### src/rtl/timer_sched_if.sv
// Port bundle for timer_sched: the CPU-side arm/cancel/ack/expiry signals and
// the register bus that programs the shared timer.
interface timer_sched_if #(
    parameter int NCH = 4,
    parameter int CW  = 16
);
    localparam int CHW = (NCH > 1) ? $clog2(NCH) : 1;

    // Arm handshake: arm_valid may be raised at any time and its payload
    // (arm_ch/arm_ticks/arm_periodic) is only meaningful while it is high. The
    // request is consumed on the rising clk edge where arm_valid & arm_ready.
    // arm_ready never depends on arm_valid.
    logic           arm_valid;
    logic           arm_ready;
    logic [CHW-1:0] arm_ch;
    logic [CW-1:0]  arm_ticks;
    logic           arm_periodic;

    logic [NCH-1:0] cancel;
    logic [NCH-1:0] ack;
    logic [NCH-1:0] expire;
    logic [NCH-1:0] pending;
    logic           irq;
    logic [NCH-1:0] active;

    logic           t_sel;
    logic           t_we;
    logic [31:0]    t_addr;
    logic [31:0]    t_wdata;
    logic           t_timeout;

    // The scheduler itself.
    modport slave (
        input  arm_valid, arm_ch, arm_ticks, arm_periodic, cancel, ack, t_timeout,
        output arm_ready, expire, pending, irq, active, t_sel, t_we, t_addr, t_wdata
    );

    // The surroundings: CPU event logic plus the timer peripheral.
    modport master (
        output arm_valid, arm_ch, arm_ticks, arm_periodic, cancel, ack, t_timeout,
        input  arm_ready, expire, pending, irq, active, t_sel, t_we, t_addr, t_wdata
    );
endinterface

### src/rtl/timer_sched.sv
// Multi-channel timeout scheduler driving a shared periodic timer tick.
// Optional feature macro: TSCHED_PERIODIC_EN (periodic reload per channel).
module timer_sched #(
    parameter int NCH      = 4,
    parameter int CW       = 16,
    parameter int PRESCALE = 100
) (
    input  logic        clk,
    input  logic        resetn,
    timer_sched_if.slave bus,
    output logic [1:0]  state_o
);
    localparam int CHW = (NCH > 1) ? $clog2(NCH) : 1;

    localparam logic [1:0] ST_INIT_LOAD = 2'd0;
    localparam logic [1:0] ST_INIT_CTRL = 2'd1;
    localparam logic [1:0] ST_PRIME     = 2'd2;
    localparam logic [1:0] ST_RUN       = 2'd3;

    localparam logic [31:0] ADDR_CTRL   = 32'h0000_0000;
    localparam logic [31:0] ADDR_LOAD   = 32'h0000_0004;
    localparam logic [31:0] CTRL_EN_PER = 32'h0000_0003;
    localparam logic [31:0] LOAD_VAL    = 32'(PRESCALE - 1);

    logic [1:0]     state_q, state_d;
    logic           started_q;
    logic           run;
    logic           tick;
    logic           arm_fire;
    logic [CW-1:0]  arm_len;

    logic [CW-1:0]  cnt_q [NCH];
    logic [CW-1:0]  cnt_d [NCH];
    logic [NCH-1:0] active_q, active_d;
    logic [NCH-1:0] pending_q, pending_d;
    logic [NCH-1:0] expire_q, expire_d;

`ifdef TSCHED_PERIODIC_EN
    logic [NCH-1:0] per_q, per_d;
    logic [CW-1:0]  reload_q [NCH];
    logic [CW-1:0]  reload_d [NCH];
`else
    logic unused_periodic;
    assign unused_periodic = bus.arm_periodic;
`endif

    assign run      = (state_q == ST_RUN);
    assign tick     = run & bus.t_timeout;
    assign arm_fire = run & bus.arm_valid;
    assign arm_len  = (bus.arm_ticks == '0) ? CW'(1) : bus.arm_ticks;

    // started_q holds INIT_LOAD off the bus during reset so every output is 0
    // until the first edge after release.
    always_comb begin
        state_d = state_q;
        case (state_q)
            ST_INIT_LOAD: if (started_q) state_d = ST_INIT_CTRL;
            ST_INIT_CTRL: state_d = ST_PRIME;
            ST_PRIME:     if (bus.t_timeout) state_d = ST_RUN;
            default:      state_d = state_q;
        endcase
    end

    always_comb begin
        bus.t_sel   = 1'b0;
        bus.t_we    = 1'b0;
        bus.t_addr  = '0;
        bus.t_wdata = '0;
        if (started_q) begin
            case (state_q)
                ST_INIT_LOAD: begin
                    bus.t_sel   = 1'b1;
                    bus.t_we    = 1'b1;
                    bus.t_addr  = ADDR_LOAD;
                    bus.t_wdata = LOAD_VAL;
                end
                ST_INIT_CTRL: begin
                    bus.t_sel   = 1'b1;
                    bus.t_we    = 1'b1;
                    bus.t_addr  = ADDR_CTRL;
                    bus.t_wdata = CTRL_EN_PER;
                end
                default: ;
            endcase
        end
    end

    // Per-channel priority: arm, then cancel, then the tick; a pending set
    // overrides a same-cycle ack.
    always_comb begin
        for (int i = 0; i < NCH; i++) begin
            cnt_d[i] = cnt_q[i];
`ifdef TSCHED_PERIODIC_EN
            reload_d[i] = reload_q[i];
`endif
        end
`ifdef TSCHED_PERIODIC_EN
        per_d = per_q;
`endif
        active_d  = active_q;
        expire_d  = '0;
        pending_d = pending_q & ~(run ? bus.ack : '0);
        for (int i = 0; i < NCH; i++) begin
            if (arm_fire && (bus.arm_ch == CHW'(i))) begin
                cnt_d[i]    = arm_len;
                active_d[i] = 1'b1;
`ifdef TSCHED_PERIODIC_EN
                per_d[i]    = bus.arm_periodic;
                reload_d[i] = arm_len;
`endif
            end else if (run && bus.cancel[i]) begin
                active_d[i] = 1'b0;
            end else if (tick && active_q[i]) begin
                if (cnt_q[i] > CW'(1)) begin
                    cnt_d[i] = cnt_q[i] - CW'(1);
                end else begin
                    expire_d[i]  = 1'b1;
                    pending_d[i] = 1'b1;
`ifdef TSCHED_PERIODIC_EN
                    if (per_q[i]) cnt_d[i] = reload_q[i];
                    else          active_d[i] = 1'b0;
`else
                    active_d[i] = 1'b0;
`endif
                end
            end
        end
    end

    always_ff @(posedge clk or negedge resetn) begin
        if (!resetn) begin
            state_q   <= ST_INIT_LOAD;
            started_q <= 1'b0;
            active_q  <= '0;
            pending_q <= '0;
            expire_q  <= '0;
            for (int i = 0; i < NCH; i++) cnt_q[i] <= '0;
        end else begin
            state_q   <= state_d;
            started_q <= 1'b1;
            active_q  <= active_d;
            pending_q <= pending_d;
            expire_q  <= expire_d;
            for (int i = 0; i < NCH; i++) cnt_q[i] <= cnt_d[i];
        end
    end

`ifdef TSCHED_PERIODIC_EN
    always_ff @(posedge clk or negedge resetn) begin
        if (!resetn) begin
            per_q <= '0;
            for (int i = 0; i < NCH; i++) reload_q[i] <= '0;
        end else begin
            per_q <= per_d;
            for (int i = 0; i < NCH; i++) reload_q[i] <= reload_d[i];
        end
    end
`endif

    assign bus.arm_ready = run;
    assign bus.expire    = expire_q;
    assign bus.pending   = pending_q;
    assign bus.active    = active_q;
    assign bus.irq       = |pending_q;
    assign state_o       = state_q;
endmodule

### src/flat_wrapper.sv
// flat-port wrapper written by rule: the top's interface ports become plain ports
module timer_sched_flat 
#(
    parameter int NCH      = 4,
    parameter int CW       = 16,
    parameter int PRESCALE = 100
)
  (clk, resetn, state_o, bus_arm_valid, bus_arm_ch, bus_arm_ticks, bus_arm_periodic, bus_cancel, bus_ack, bus_t_timeout, bus_arm_ready, bus_expire, bus_pending, bus_irq, bus_active, bus_t_sel, bus_t_we, bus_t_addr, bus_t_wdata);
  timer_sched_if #(.NCH(NCH), .CW(CW)) bus_i ();
  input  logic clk;
  input  logic resetn;
  output logic [1:0] state_o;
  input wire logic [$bits(bus_i.arm_valid)-1:0] bus_arm_valid;
  input wire logic [$bits(bus_i.arm_ch)-1:0] bus_arm_ch;
  input wire logic [$bits(bus_i.arm_ticks)-1:0] bus_arm_ticks;
  input wire logic [$bits(bus_i.arm_periodic)-1:0] bus_arm_periodic;
  input wire logic [$bits(bus_i.cancel)-1:0] bus_cancel;
  input wire logic [$bits(bus_i.ack)-1:0] bus_ack;
  input wire logic [$bits(bus_i.t_timeout)-1:0] bus_t_timeout;
  output wire logic [$bits(bus_i.arm_ready)-1:0] bus_arm_ready;
  output wire logic [$bits(bus_i.expire)-1:0] bus_expire;
  output wire logic [$bits(bus_i.pending)-1:0] bus_pending;
  output wire logic [$bits(bus_i.irq)-1:0] bus_irq;
  output wire logic [$bits(bus_i.active)-1:0] bus_active;
  output wire logic [$bits(bus_i.t_sel)-1:0] bus_t_sel;
  output wire logic [$bits(bus_i.t_we)-1:0] bus_t_we;
  output wire logic [$bits(bus_i.t_addr)-1:0] bus_t_addr;
  output wire logic [$bits(bus_i.t_wdata)-1:0] bus_t_wdata;
  assign bus_i.arm_valid = bus_arm_valid;
  assign bus_i.arm_ch = bus_arm_ch;
  assign bus_i.arm_ticks = bus_arm_ticks;
  assign bus_i.arm_periodic = bus_arm_periodic;
  assign bus_i.cancel = bus_cancel;
  assign bus_i.ack = bus_ack;
  assign bus_i.t_timeout = bus_t_timeout;
  assign bus_arm_ready = bus_i.arm_ready;
  assign bus_expire = bus_i.expire;
  assign bus_pending = bus_i.pending;
  assign bus_irq = bus_i.irq;
  assign bus_active = bus_i.active;
  assign bus_t_sel = bus_i.t_sel;
  assign bus_t_we = bus_i.t_we;
  assign bus_t_addr = bus_i.t_addr;
  assign bus_t_wdata = bus_i.t_wdata;
  timer_sched #(.NCH(NCH), .CW(CW), .PRESCALE(PRESCALE)) u_core (.clk(clk), .resetn(resetn), .bus(bus_i), .state_o(state_o));
endmodule
### config.mk
export PLATFORM = sky130hd
export DESIGN_NAME = timer_sched_flat
export DESIGN_NICKNAME = d
export VERILOG_FILES = /design/src/rtl/timer_sched_if.sv /design/src/rtl/timer_sched.sv /design/src/flat_wrapper.sv
export SDC_FILE = /design/constraint.sdc
export NUM_CORES = 1
export LEC_CHECK = 0
export ABC_AREA = 1
export CAP_MARGIN = 10
export CELL_PAD_IN_SITES_DETAIL_PLACEMENT = 2
export CELL_PAD_IN_SITES_GLOBAL_PLACEMENT = 2
export CORE_MARGIN = 2
export CORE_UTILIZATION = 35
export CTS_CLUSTER_DIAMETER = 200
export DETAILED_ROUTE_END_ITERATION = 10
export DONT_BUFFER_PORTS = 1
export MAX_ROUTING_LAYER = met4
export PLACE_DENSITY = 0.92
export SYNTH_ARGS = -nofsm -noshare
export SYNTH_HDL_FRONTEND = slang
export SYNTH_SLANG_ARGS = --single-unit
### constraint.sdc
create_clock -name clk -period 1.8 [get_ports clk]
set_input_delay 0.27 -clock clk [delete_from_list [all_inputs] [get_ports clk]]
set_output_delay 0.27 -clock clk [all_outputs]
set_load 0.005 [all_outputs]
==> After elaboration in Yosys (flattened, before gate mapping) <==
Cells that the tools add are included.
{ "totals": {"register_bits": 79, "in_bits": 31, "out_inout_bits": 82, "wordCells": 154} }
{ "classes": {"n_addsub": 4, "order_cmp": 4, "n_eq_ne": 16, "mux": 75, "bitwise_logic": 4, "reduce_logical": 39} }
{ "op_table": {"columns": ["cell", "n"], "rows": [
  ["2-to-1 mux 16 bit", 17],
  ["> comparator 16 x 1 -> 1 bit, second input constant", 4],
  ["2-to-1 mux 32 bit", 2],
  ["subtractor 16 x 1 -> 16 bit, second input constant", 4],
  ["2-to-1 mux 1 bit", 50],
  ["logical NOT 16 bit", 1],
  ["nonzero test 2 bit", 8],
  ["AND reduction 3 bit", 5],
  ["nonzero test 3 bit", 5],
  ["case mux 7 bit (2 select lines)", 1],
  ["logical AND 1 bit", 12],
  ["inequality test 3 x 1 -> 1 bit, second input constant", 4],
  ["inequality test 2 x 1 -> 1 bit, second input constant", 5],
  ["equality test 2 bit, second input constant", 4],
  ["AND reduction 2 bit", 4],
  ["case mux 2 bit (3 select lines)", 1],
  ["AND 4 bit", 1],
  ["equality test 2 x 1 -> 1 bit, second input constant", 2],
  ["logical NOT 2 bit", 2],
  ["2-to-1 mux 2 bit", 2],
  ["2-to-1 mux 4 bit", 1],
  ["NOT 4 bit", 1],
  ["OR reduction 4 bit", 1],
  ["2-to-1 mux 3 bit", 1],
  ["3 further kinds", 4]
]} }

==> Depth between registers and ports, before layout <==
{ "logic_depth": {"word_depth": 8, "depth_mapped": 10} }

==> Worst setup path after synthesis <==
No wires, ideal clock.
{ "synth_timing": {"path_kind": "reg2reg", "startpoint": "reg u_core.state_q[0] (netlist: u_core.state_o[0])", "endpoint": "reg u_core.cnt_q[52] in the netlist's numbering", "arrival_time_ps": 1539, "required_ps": 1676, "path_slack_ps": 137, "stages_incl_launch_ff": 11, "n_path_buf": 1, "synth_period_minus_slack_ps": 1663, "path_cell_list": "dfrtp_1 -> ha_1 -> buf_6 -> nand2_1 -> nand2_1 -> nor2_1 -> nand2_4 -> nand2_4 -> inv_4 -> nand2_1 -> nand3_1"} }
{ "synth_via": {"elab_chain_len": 5} }
{ "synth_lines": {"columns": ["item", "line", "source"], "rows": [
  ["start, declared", "timer_sched.sv:25", "logic [1:0] state_q, state_d;"],
  ["start signal, assigned", "timer_sched.sv:139", "state_q <= state_d;"],
  ["equality test 2 bit (*)", "timer_sched.sv:47", "assign run = (state_q == ST_RUN);"],
  ["via bus_arm_ready", "flat_wrapper.sv:20", "output wire logic [$bits(bus_i.arm_ready)-1:0] bus_arm_ready;"],
  ["AND 1 bit, on equally long branches", "timer_sched.sv:49, timer_sched.sv:48", null],
  ["logical AND 1 bit, on equally long branches", "timer_sched.sv:104, timer_sched.sv:113", null],
  ["inequality test 2 x 1 -> 1 bit (no source line) / nonzero test 2 bit (equally long branches)", null, null],
  ["AND reduction 3 bit (no source line)", null, null],
  ["end, declared", "timer_sched.sv:32", "logic [CW-1:0] cnt_q [NCH];"]
]} }
The timed path passes the listed nets; every way through them passes the cells marked *.
A chain may end at the register's enable or synchronous reset.

==> Worst setup path in the final report <==
{ "layout_timing": {"startpoint": "reg u_core.cnt_q[11] in the netlist's numbering", "endpoint": "reg u_core.cnt_q[3] in the netlist's numbering"} }
{ "layout_via": {"elab_chain_len": 3} }
{ "layout_lines": {"columns": ["item", "line", "source"], "rows": [
  ["> comparator 16 x 1 -> 1 bit", "timer_sched.sv:114", "if (cnt_q[i] > CW'(1)) begin"],
  ["nonzero test 2 bit (no source line)", null, null],
  ["AND reduction 3 bit (no source line)", null, null]
]} }
No other way between the ends.

==> metrics.cfg <==
[run_status]
status = finished with violations
violations = hold timing, setup timing

[sta]
period_needed_ns = 1.92
slew_viol_final = 0
clock_skew_ns = 0.00864
hold_ws_ns = -0.405
rsz0062_at_grt = yes
fin_crit_sh_pct = 106
worst_slack_ns = -0.117
fmax_ghz = 0.522
setup_violations = 19
hold_viol_final = 79

[layout]
drive_above_1_share_pct = 15.3
antenna_cells = 0
fill_cells = 2075
syn_to_final_growth_pct = 14.0
final_nets = 1009

[logic_synthesis]
ys_seq_area_share_pct = 32.2
ys_seq_elements = 79
netlist.area_leader.share_pct = 32.2
yosys_most_used_dff = dfrtp_1
synth_area_per_cell_sq_um = 6.60
synth_edf_count = 0
synth_area_leaders = dfrtp_1 32%, nand2_1 20%, nand3_1 9.3%
synth_common_cells = 331 x nand2_1, 114 x nand3_1, 102 x nor2_1, 79 x dfrtp_1, 78 x inv_1
synth_cell_types = 34
synth.most_common_cell = nand2_1
ys_warn_count = 0
syn_inst = 929
synth-async-reset-ratio_pct = 100
yosysTopAreaCell = dfrtp_1
syn_area_sq_um = 6130

[clock_tree]
htreeDepth = 3
clk_pin_slew_ns = 0.07
cts.sinks = 79
cts_made_buffers = 9
cts_root_buf = clkbuf_16
tritoncts = done
clockBufferDepth = 2
clkLatencyLatePin_ns = 0.37

[critical_path]
critPathRequiredTime_ns = 2.04
cp_top_family = simple AND/OR/NAND/NOR gates
critPathBufInv = 1
crit_top_cell = nand2_1
start_kind = flip-flop
critical_path_arrival_ns = 2.16
crit_slowest_cell = dfrtp_1
slowest_delay_ns = 0.47
crit_chain = nor2_1 -> nand2_1 -> nor2_4 -> nand2_2 -> nand2_4 -> nand2_8 -> buf_12 -> o21ai_0 -> nand2_1
cp-end-kind = flip-flop
setup.worst_path.class = reg2reg
cp_max_fo = 7

[grt]
track_usage_pct = 28.5
grt_pass1_vias = 6856
grt_overflow = 0
grt_max_degree = 80
antenna_found_initial = 0
grt_pass1_wl_microns = 38700

[min_path]
holdCritPathClass = in2async

[floorplanning]
die_h_microns = 136
die_w_microns = 136
dieArea_sq_um = 18600
core_sq_um = 17200
ios = 113
num_rows = 48
initial_core_util_pct = 35.6

[placed_design]
hpwl_microns = 17700
place.gp.congestion = 0.828
numPortBuffers = 0

[detailed_routing]
drc = 0
wire_per_inst_microns = 23.2
viasPerCell = 5.34
drt.antenna.violating_nets = 0
totalWireLength_microns = 27700
first_pass_iters = 5
drt_iter0_drc = 352
via_count = 6379

[job]
drv_cap = 0

[power]
power_uw = 12300
leakagePower_uw = 0.00355
peakVddDrop_mv = 0.548
power_density_nw_per_um2 = 1760

## report_power, final
group          switching [uW]  total (uW)  internal, uW
Clock                     882        2130          1250
Sequential               1040        3540          2490
Combinational            4430        6650          2220
Total                    6350       12300          5960
## per-stage QoR
stage	area, sq um	cells	utilization [%]	TNS (ns)	setup slack, ns
2_1_floorplan	6350	987	-	0	0.137
3_3_place_gp	6340	1169	36.8	0	0.0576
3_5_place_dp	6340	1169	36.8	-1.18	-0.105
4_1_cts	6730	1184	39.1	-0.0112	-0.0112
5_1_grt	6990	1194	40.6	-2.99	-0.160
6_report	6990	1194	40.6	-0.847	-0.117
## cell type report
| cell class | instances | area [sq um] | area share, % |
|---|---|---|---|
| Clock buffer | 10 | 239 | 3.42 |
| Inverter | 86 | 343 | 4.90 |
| Sequential cell | 79 | 1980 | 28.3 |
| Timing Repair Buffer | 45 | 394 | 5.64 |
| Clock inverter | 5 | 81.3 | 1.16 |
| Multi-Input combinational cell | 744 | 3670 | 52.6 |
| Tap cell | 225 | 282 | 4.03 |
## cell usage in the layout, fill, tap and decap left out, types with 2 or more instances in the layout
| master | n |
|---|---|
| o21ai_0 | 27 |
| nand4_1 | 10 |
| nand2_1 | 325 |
| inv_4 | 6 |
| nand2_8 | 4 |
| nor2_4 | 15 |
| nor3_4 | 2 |
| inv_1 | 71 |
| xor2_1 | 8 |
| o21bai_1 | 7 |
| o21ai_2 | 8 |
| ha_1 | 8 |
| xnor2_1 | 2 |
| dfrtp_1 | 79 |
| buf_4 | 37 |
| ha_2 | 4 |
| buf_6 | 5 |
| buf_12 | 3 |
| nand3_1 | 112 |
| o21ai_1 | 5 |
| conb_1 | 60 |
| nor2_1 | 85 |
| inv_2 | 8 |
| bufinv_16 | 2 |
| nor2_2 | 17 |
| a21oi_1 | 5 |
| nand2_2 | 9 |
| inv_6 | 2 |
| clkbuf_16 | 9 |
| and2_1 | 3 |
| nand2_4 | 6 |
| nand3_2 | 4 |
| nand3b_1 | 9 |
## sequential cells by signal, indices dropped and copies added (netlist names)
name,cells
u_core.cnt_q,64
u_core.bus.pending,4
u_core.started_q,1
u_core.state_o,2
u_core.bus.expire,4
u_core.bus.active,4
## cell families after synthesis
| family | count (synthesis) | share of synthesized area [%] |
|---|---|---|
| fa+ha+maj | 13 | 2.65 |
| other cells | 2 | 0.122 |
| simple gates | 607 | 43.4 |
| flops | 79 | 32.2 |
| xor+xnor | 10 | 1.43 |
| compound gates | 54 | 5.16 |
| buf+inv | 164 | 15.0 |
## metal layers
metal | vias to the layer above | global-route usage [%] | part of all wire, %
met1 | 3236 | 32.5 | 40
li1 | 2881 | - | -
met5 | - | - | 0
met4 | 0 | 12.1 | 5.0
met2 | 181 | 48.8 | 51
met3 | 81 | 5.29 | 4.5
## what timing repair did
action,4_1_cts,5_1_grt
hold endpoints to repair,79,79
pin swaps,1,7
endpoints found under the setup margin,49,66
setup buffers,0,10
gates resized for setup,23,50
## path summary, 6_finish.rpt
| path | end | depth (start not counted) | slack [ns] | startpoint |
|---|---|---|---|---|
| worst max-delay path | u_core.cnt_q[3] | 9 | -0.12 | u_core.cnt_q[11] |
| worst min-delay path | u_core.cnt_q[61] | 0 | -0.41 | resetn |
| worst max register to register | u_core.cnt_q[3] | 9 | -0.12 | u_core.cnt_q[11] |
| worst min register to register | u_core.cnt_q[1] | 2 | 0.51 | u_core.cnt_q[1] |
| max in group asynchronous | u_core.cnt_q[23] | 0 | 2.07 | resetn |
| min in group clk | u_core.cnt_q[38] | 2 | 0.04 | bus_arm_ticks[6] |
No activity file was read; power rests on OpenSTA's default activity.
